<file path="config.mk">
export PLATFORM = sky130hd
export DESIGN_NAME = counter
export DESIGN_NICKNAME = d
export VERILOG_FILES = /design/src/rtl/counter_pkg.sv /design/src/rtl/counter_bit.sv /design/src/rtl/counter.sv
export SDC_FILE = /design/constraint.sdc
export NUM_CORES = 1
export LEC_CHECK = 0
export CORE_AREA = 2 2 39 41
export CTS_BUF_LIST = sky130_fd_sc_hd__clkbuf_4 sky130_fd_sc_hd__clkbuf_8 sky130_fd_sc_hd__clkbuf_16
export DETAILED_ROUTE_END_ITERATION = 10
export DIE_AREA = 0 0 41 43
export PLACE_DENSITY = 0.35
export SLEW_MARGIN = 20
export SYNTH_ARGS = -nofsm -noshare
export SYNTH_HDL_FRONTEND = slang
export SYNTH_SLANG_ARGS = --single-unit
export TNS_END_PERCENT = 5
</file>
<file path="constraint.sdc">
create_clock -name clk -period 2.6 [get_ports clk]
set_clock_uncertainty 0.15 [all_clocks]
set_input_delay 0.52 -clock clk [delete_from_list [all_inputs] [get_ports clk]]
set_output_delay 0.52 -clock clk [all_outputs]
set_load 0.03 [all_outputs]
</file>
<file path="src/rtl/counter_pkg.sv">
// Shared constants for the up/down counter: default width and direction encodings.
package counter_pkg;

    localparam int CNT_WIDTH = 4;

    typedef enum logic {
        DIR_DOWN = 1'b0,
        DIR_UP   = 1'b1
    } dir_e;

endpackage

</file>
<file path="src/rtl/counter_bit.sv">
// One state bit of the counter: D flip-flop with synchronous active-high reset.
module counter_bit #(
    parameter logic RST_BIT = 1'b0
) (
    input  logic clk,
    input  logic rest,
    input  logic d,
    output logic q
);

    always_ff @(posedge clk) begin
        if (rest) q <= RST_BIT;
        else      q <= d;
    end

endmodule

</file>
<file path="src/rtl/counter.sv">
// WIDTH-bit wrapping up/down counter; next state computed here, bits held in counter_bit.
module counter
    import counter_pkg::*;
#(
    parameter int               WIDTH     = CNT_WIDTH,
    parameter logic [WIDTH-1:0] RESET_VAL = '0
) (
    input  logic             clk,
    input  logic             rest,
    input  logic             s,
    output logic [WIDTH-1:0] q
);

    localparam logic [WIDTH-1:0] ONE = WIDTH'(1);

    logic [WIDTH-1:0] nxt;

    // WIDTH-bit arithmetic drops the carry/borrow, giving modulo wrap.
    always_comb begin
        nxt = q - ONE;
        if (s == DIR_UP) nxt = q + ONE;
    end

    for (genvar i = 0; i < WIDTH; i++) begin : g_bit
        counter_bit #(
            .RST_BIT (RESET_VAL[i])
        ) u_bit (
            .clk  (clk),
            .rest (rest),
            .d    (nxt[i]),
            .q    (q[i])
        );
    end

endmodule

</file>
==> reports/metrics.yaml <==
floorplanning:
  initial_core_util_pct: 16.0
  design.portCount: 7
  placeableCoreArea_um2: 1380
  die_area_um2: 1760
  die_h_um: 43
  rows: 14
  die_x_um: 41
clocking:
  cts_made_buffers: 3
  post_cts_buffers: 0
  cts_buffer_depth: 2
  cts_tree: "done"
  ctsHoldBuffers: 0
  cts_root_buf: "clkbuf_4"
  clkTransAtPathRegs_ns: 0.03
  cts_sinks: 4
  cts_resized: 0
  htreeDepth: 1
  clock_latency_ns: 0.23
min_path:
  worst_hold_path_type: "reg -> reg"
yosys:
  yosysWarnings: 0
  yosysTopAreaCell: "dfxtp_1"
  synth_top_family_by_area: "adder cells"
  synth-adder-area-share_pct: 20.3
  syn_area_um2: 221
  synth_area_leaders: "dfxtp_1 (36%), buf_4 (14%), ha_1 (11%)"
  ys_ff_latch: 4
  synth_nets: 28
  syn_area_per_cell_um2: 10.1
  synth_xor_area_share_pct: 7.91
  synth.area.mux_share_pct: 0
  yosys.area_share.simple_pct: 10.7
  synth_cell_types: 12
  synthCells: 22
  yosysTopAreaCellShare_pct: 36.2
  synth_compound_area_share_pct: 9.60
  ys_seq_area_share_pct: 36.2
placed_design:
  place_ws_ns: 0.466
  place_congestion: 0.714
  port-buffer-count: 6
global_route:
  grt_max_degree: 5
  antenna_found_initial: 0
  grt_pass1_wl_um: 627
  track_usage_pct: 6.22
  grt-ovfl-total: 0
  grt_pass1_vias: 158
detailed_routing:
  met1_length_um: 147
  drt-pass1-iter-count: 2
  dr_wl_met2_um: 144
  num_vias: 155
  drt_iter0_markers: 1
  drtAntennaViolNets: 0
  top_layer: "met3"
  wl_met3_um: 49
  drcViolationCount: 0
  routed_wl_um: 341
  viasPerCell: 3.60
  detail_route.wl_per_cell_um: 7.93
pwr:
  max-vdd-ir-drop_v: 0.000173
  p_per_area_nw_per_um2: 851
  power_leakage_nw: 0.119
cells_and_area:
  fill_cells: 157
  fin_nets: 35
  reg.largest.list: "g_bit.u_bit.q (4)"
  drive_gt1_share_pct: 14.8
  seq_area_um2: 80.1
  syn_to_final_growth_pct: 32.8
  n_antenna_cell: 0
  largest_reg_flops: 4
  multi_input_area_um2: 108
  max_flop_register: "g_bit.u_bit.q"
timing:
  worst_pin_slew_ns: 0.311
  setup-tns-final_ns: 0
  timing.fmax_mhz: 505
  fin_ws_ns: 0.618
  relSlewSlack_pct: 79.2
  period_needed_ns: 1.98
  hold_violations: 0
  slew_viol_final: 0
  grt_setup_unrepaired: "no"
  finalCritPeriodShare_pct: 76.2
  finalSetupViolations: 0
job:
  cap_violations: 0
worst_setup_path:
  critPathMaxStageDelay_ns: 0.69
  crit_family: "buffers and inverters"
  start_kind: "flip-flop"
  worst-path-buf-inv: 1
  critPathRequiredTime_ns: 1.93
  endpoint_kind: "primary output"
  worstSetupPathType: "reg -> out"
  worstPathCellList: "clkdlybuf4s50_1"
  cp.arrival_ns: 1.31
  critical_path.max_fanout: 4
  cpMaxStageDelayCell: "clkdlybuf4s50_1"
run_status:
  status: "finished clean"
==> final timing paths <==
| check | start | endpoint | slack (ns) | cells past startpoint |
|---|---|---|---|---|
| worst max-delay path | g_bit[0].u_bit.q | q[0] | 0.62 | 1 |
| worst min-delay path | g_bit[0].u_bit.q | g_bit[0].u_bit.q | 0.33 | 1 |
| worst max register to register | g_bit[2].u_bit.q | g_bit[3].u_bit.q | 1.32 | 4 |
| worst min register to register | g_bit[0].u_bit.q | g_bit[0].u_bit.q | 0.33 | 1 |
==> synthesized netlist by cell type <==
cell type / number
a21oi_1: 1
inv_1: 1
a21oi_2: 1
nor2b_1: 1
xnor2_1: 2
buf_4: 4
ha_1: 2
nand3_1: 2
dfxtp_1: 4
nor2_1: 2
a21o_1: 1
fa_1: 1
==> where the power goes <==
group          switching, mW  total [mW]  internal (mW)
sequential           0.00875      0.0823         0.0735
combinational         0.0479      0.0918         0.0439
clock                 0.0245      0.0761         0.0516
==> per-stage QoR <==
step                util, %  power [mW]  std cells  instance area (µm²)  hold WS (ns)
floorplan                 -       0.160         22                  221         0.295
global route           21.2       0.274         43                  294         0.363
detailed placement     19.6       0.177         40                  272         0.332
CTS                    21.2       0.258         43                  294         0.340
global placement       19.6       0.176         40                  272         0.322
finish                 21.2       0.250         43                  294         0.331
==> cell type report <==
cell class                      instances  share of cell area, %
Timing Repair Buffer                    6                   20.4
Multi-Input combinational cell         13                   36.6
Sequential cell                         4                   27.2
Tap cell                               16                   6.81
Clock buffer                            3                   7.66
Inverter                                1                   1.28
==> cell usage in the layout (no fill, tap or decap) <==
cell type,count
nor2b_1,1
nor2_1,2
a21o_1,1
clkdlybuf4s50_1,6
inv_1,1
xnor2_1,2
a21oi_1,1
dfxtp_1,4
a21oi_2,1
nand3_1,2
clkbuf_4,3
fa_1,1
ha_1,2
==> layer usage <==
metal | vias up | GRT usage (%)
li1 | 78 | -
met2 | 8 | 6.88
met4 | 0 | 2.00
met5 | - | 0
met1 | 69 | 6.11
met3 | 0 | 9.42
==> cell families after synthesis <==
family,Yosys count
buffers and inverters,5
AND/OR/NAND/NOR,5
flip-flops,4
AO/OA/AOI/OAI,3
adder cells (fa/ha/maj),3
XOR/XNOR,2
No activity file was read; power rests on OpenSTA's default activity.
==> variant 1 (same flow settings) <==
Set the package constant `CNT_WIDTH` to 3 (it was 4).
--- a/src/rtl/counter_pkg.sv
+++ b/src/rtl/counter_pkg.sv
@@ -3,3 +3,3 @@
 
-    localparam int CNT_WIDTH = 4;
+    localparam int CNT_WIDTH = 3;
 
Interface: changed (resized q); port bits go from 7 to 6. No check against the original RTL was run, so the function may have changed too.
==> variant 1 against the unedited design <==
Register-to-register slack worse by 0.13 ns; area after synthesis down 35%; sequential share of layout area down 0.12 points; worst setup slack better by 0.0085 ns; routed wire length down 19%; sequential cell count down 1; total power down 18%; design area down 25%.
==> variant 1: results (changes against the unedited design) <==
clk buf depth: 2 (unchanged)
ratio of cells with drive above 1 in the final layout: 22.22% (was 14.81%)
post-CTS setup buffer count: 0 (unchanged)
status: complete, no violations (unchanged)
Pleak: 0.00009475 uW (was 0.0001193 uW)
switching power: 55.54 uW (was 81.25 uW)
vias in the first global route: 98 (was 158)
initial detailed-routing violation count: 0 (was 1)
Gate power share: 25.8% (was 36.7%)
Synth area leaders: dfxtp_1 (42%), xor3_1 (17%), buf_4 (16%) (was dfxtp_1 (36%), buf_4 (14%), ha_1 (11%))
first-pass GRT wire length: 407 um (was 627 um)
Regs by FF count: g_bit.u_bit.q x3 (was g_bit.u_bit.q x4)
post-synthesis cell type count: 7 (was 12)
Initial DRT Pass Iterations: 1 (was 2)
final WL: 277 um (was 341 um)
sequential power: 59.8 uW (was 82.3 uW)
synth cell count leaders: buf_4 (3), dfxtp_1 (3), nor2_1 (2) (was buf_4 (4), dfxtp_1 (4))
crit path max fanout: 3 (was 4)
Peak VDD IR: 0.2915 mV (was 0.1735 mV)
global placer's final weighted congestion: 0.5170 (was 0.7144)
Seq/Total Area, Yosys: 41.74% (was 36.16%)
GRT Util Overall: 4.935% (was 6.225%)
largest net degree at the start of global routing: 4 (was 5)
Reg2Reg Setup Slack: 1.19 ns (was 1.32 ns)
Primary FF master, synth: dfxtp_1 (unchanged)
syn_nets: 16 (was 28)
Final #Nets: 23 (was 35)
Worst Hold Depth: 1 (unchanged)
vias per inst: 2.647 (was 3.605)
reg2reg end: g_bit[2].u_bit.q (was g_bit[3].u_bit.q)
diode count: 0 (unchanged)
Max Cap Viol: 0 (unchanged)
PortBufs: 5 (was 6)
worst r2r src: g_bit[0].u_bit.q (was g_bit[2].u_bit.q)
Slew headroom: 79.48% (was 79.22%)
H-tree Lvls: 1 (unchanged)
Inserted Clock Buffers: 3 (unchanged)
reg2reg path depth: 3 (was 4)
Layout fillers: 155 (was 157)
variant 1: cell families after synthesis:
kind of cell             count (synthesis)  share of synthesized area (%)
adder cells (fa/ha/maj)                  1                          13.91
flip-flops                               3                          41.74
AND/OR/NAND/NOR                          3                          9.570
buffers and inverters                    4                          18.26
XOR/XNOR                                 1                          16.52
variant 1: layout make-up:
| type | count | area share [%] |
|---|---|---|
| timing repair buffer | 5 | 22.60 |
| inverter | 1 | 1.695 |
| sequential | 3 | 27.12 |
| multi-input combinational | 5 | 25.99 |
| clock buffer | 4 | 13.56 |
| tap | 16 | 9.040 |
variant 1: worst max path at each step:
stage,slack [ns],cells after the start,endpoint,from
global route,0.57,1,q[0],g_bit[0].u_bit.q
floorplan,0.99,4,g_bit[2].u_bit.q,s
CTS,0.62,1,q[0],g_bit[0].u_bit.q
detailed placement,0.39,5,g_bit[2].u_bit.q,s
finish,0.63,1,q[0],g_bit[0].u_bit.q
global placement,0.44,5,g_bit[2].u_bit.q,s
variant 1: stage by stage:
step                      power (uW)  cells  area (um2)  setup slack, ns  hold WS [ns]
after floorplan                102.7     12       143.9           0.9862        0.2679
after global placement         112.1     30       191.4           0.4444        0.2804
after detailed placement       113.9     30       191.4           0.3910        0.2939
after CTS                      212.5     34       221.5           0.6167        0.3042
after global routing           224.2     34       221.5           0.5729        0.3156
final                          205.9     34       221.5           0.6270        0.3067
variant 1: per-layer routing:
metal | part of all wire, % | up-vias | wire [um] | track usage (%)
met5 | 0 | - | 0 | 0
met4 | 0 | 0 | 0 | 8.000
met3 | 19 | 0 | 54 | 8.377
met2 | 28 | 8 | 77 | 2.500
met1 | 52 | 37 | 145 | 4.221
li1 | - | 45 | - | -
==> variant 2 (same settings) <==
Without the edit above. Register the inputs `rest` and `s` before use. The logic sees them one clock later.
--- a/src/rtl/counter.sv
+++ b/src/rtl/counter.sv
@@ -15,2 +15,10 @@
 
+    logic rest_q;
+    logic s_q;
+
+    always_ff @(posedge clk) begin
+        rest_q <= rest;
+        s_q    <= s;
+    end
+
     logic [WIDTH-1:0] nxt;
@@ -20,3 +28,3 @@
         nxt = q - ONE;
-        if (s == DIR_UP) nxt = q + ONE;
+        if (s_q == DIR_UP) nxt = q + ONE;
     end
@@ -28,3 +36,3 @@
             .clk  (clk),
-            .rest (rest),
+            .rest (rest_q),
             .d    (nxt[i]),
Formal check against the unedited RTL: not equivalent (Yosys sat finds a counterexample within 4 cycles, from zero or initial values).
==> variant 2 against the unedited design <==
Area after synthesis up 18%; core utilization up 2.9 points; synthesized cell count up 9.1%; die area unchanged; design area up 14%; sequential cell count up 2; routed wire length up 16%; total power up 16%; highest routed layer is now met4; critical endpoint unchanged; clock power up 8.9%; worst setup slack worse by 0.011 ns.
==> variant 2: results (changes against the unedited design) <==
Seq/Total Area, Yosys: 45.93% (was 36.16%)
root buffer cell: clkbuf_4 (unchanged)
Worst-path clk slew: 0.04 ns
Routed WL per cell: 8.822 um (was 7.930 um)
placed cells: 42 (was 40)
critical path's slowest cell: clkdlybuf4s50_1 (unchanged)
synth cell count leaders: dfxtp_1 (6), buf_4 (4) (was buf_4 (4), dfxtp_1 (4))
diode count: 0 (unchanged)
Initial DRT Pass Iterations: 4 (was 2)
initial antenna violation count: 0 (unchanged)
Hold EP: g_bit[0].u_bit.q (unchanged)
post-synthesis cell type count: 12 (unchanged)
global placer's final weighted congestion: 0.6024 (was 0.7144)
syn_nets: 30 (was 28)
crit path max fanout: 4 (unchanged)
Worst-Skew Late Latency: 0.24 ns
share of flip-flops with an asynchronous set or reset: 0% (unchanged)
peak per-stage delay on the critical path: 0.69 ns (about the same)
worst r2r src: s_q (was g_bit[2].u_bit.q)
Sw Ratio: 30.75% (was 32.47%)
GRT Util Overall: 6.458% (was 6.225%)
Synth area leaders: dfxtp_1 (46%), buf_4 (11%), ha_1 (9.6%) (was dfxtp_1 (36%), buf_4 (14%), ha_1 (11%))
Regs by FF count: g_bit.u_bit.q x4, rest_q x1, s_q x1 (was g_bit.u_bit.q x4)
Slew headroom: 79.49% (was 79.22%)
reg2reg end: g_bit[3].u_bit.q (unchanged)
initial detailed-routing violation count: 4 (was 1)
Worst Hold Depth: 1 (unchanged)
largest net degree at the start of global routing: 5 (unchanged)
Final #Nets: 37 (was 35)
vias per inst: 3.733 (was 3.605)
Cells after Synth: 24 (was 22)
first-pass GRT wire length: 641 um (was 627 um)
final WL: 397 um (was 341 um)
Inserted Clock Buffers: 3 (unchanged)
family with the most delay on the worst path: buffers and inverters (unchanged)
Reg2Reg Setup Slack: 1.15 ns (was 1.32 ns)
status: complete, no violations (unchanged)
worst min path class: register to register (unchanged)
Arr. time, crit path: 1.32 ns
clk buf depth: 2 (unchanged)
Post-CTS Resized: 0 (unchanged)
Peak VDD IR: 0.2540 mV (was 0.1735 mV)
PortBufs: 6 (unchanged)
ratio of cells with drive above 1 in the final layout: 13.79% (was 14.81%)
H-tree Lvls: 1 (unchanged)
Layout fillers: 152 (was 157)
reg2reg path depth: 5 (was 4)
Pleak: 0.0001362 uW (was 0.0001193 uW)
hold_sp: rest_q (was g_bit[0].u_bit.q)
## variant 2: cell count changes after synthesis
cell and change:
dfxtp_1 +2
## variant 2: how the worst max path moves through the flow
stage                     slack, ns          endpoint        startpoint  cells after the start
final                          0.61              q[0]  g_bit[0].u_bit.q                      1
after global routing           0.54              q[0]  g_bit[0].u_bit.q                      1
after CTS                      0.59              q[0]  g_bit[0].u_bit.q                      1
after detailed placement       0.86              q[0]  g_bit[0].u_bit.q                      1
after global placement         0.87              q[0]  g_bit[0].u_bit.q                      1
after floorplan                1.26  g_bit[3].u_bit.q               s_q                      5
## variant 2: power groups by stage
stage,combinational (uW),sequential (uW),clock (uW)
finish,91.9,117,82.9
global route,99.5,119,94.5
floorplan,78.7,115,0
global placement,92.2,118,0
CTS,93.2,117,87.4
detailed placement,92.2,119,0
## variant 2: cell type report
class | instances | area share (%)
sequential | 6 | 35.96
multi-input combinational | 13 | 32.21
timing repair buffer | 6 | 17.98
clock buffer | 3 | 6.742
tap | 16 | 5.993
inverter | 1 | 1.124
## variant 2: stage by stage
step | setup slack [ns] | hold slack (ns) | power [uW] | instance area, um2
finish | 0.6079 | 0.3150 | 291.4 | 334.1
CTS | 0.5889 | 0.3233 | 298.0 | 334.1
floorplan | 1.262 | 0.2708 | 194.1 | 261.5
global route | 0.5376 | 0.3441 | 312.7 | 334.1
global placement | 0.8689 | 0.3021 | 209.7 | 311.5
detailed placement | 0.8614 | 0.3122 | 211.2 | 311.5
## variant 2: kinds of logic after synthesis
group           share of synthesized area [%]
simple gates                            9.094
flops                                   45.93
buf+inv                                 12.92
fa+ha+maj                               17.22
compound gates                          8.134
xor+xnor                                6.700
## variant 2: metal layers
layer,vias up,part of all wire (%),global-route usage [%]
li1,85,-,-
met1,76,42,6.536
met2,5,49,7.187
met3,2,5.8,1.571
met4,0,2.8,12.00
met5,-,0,0
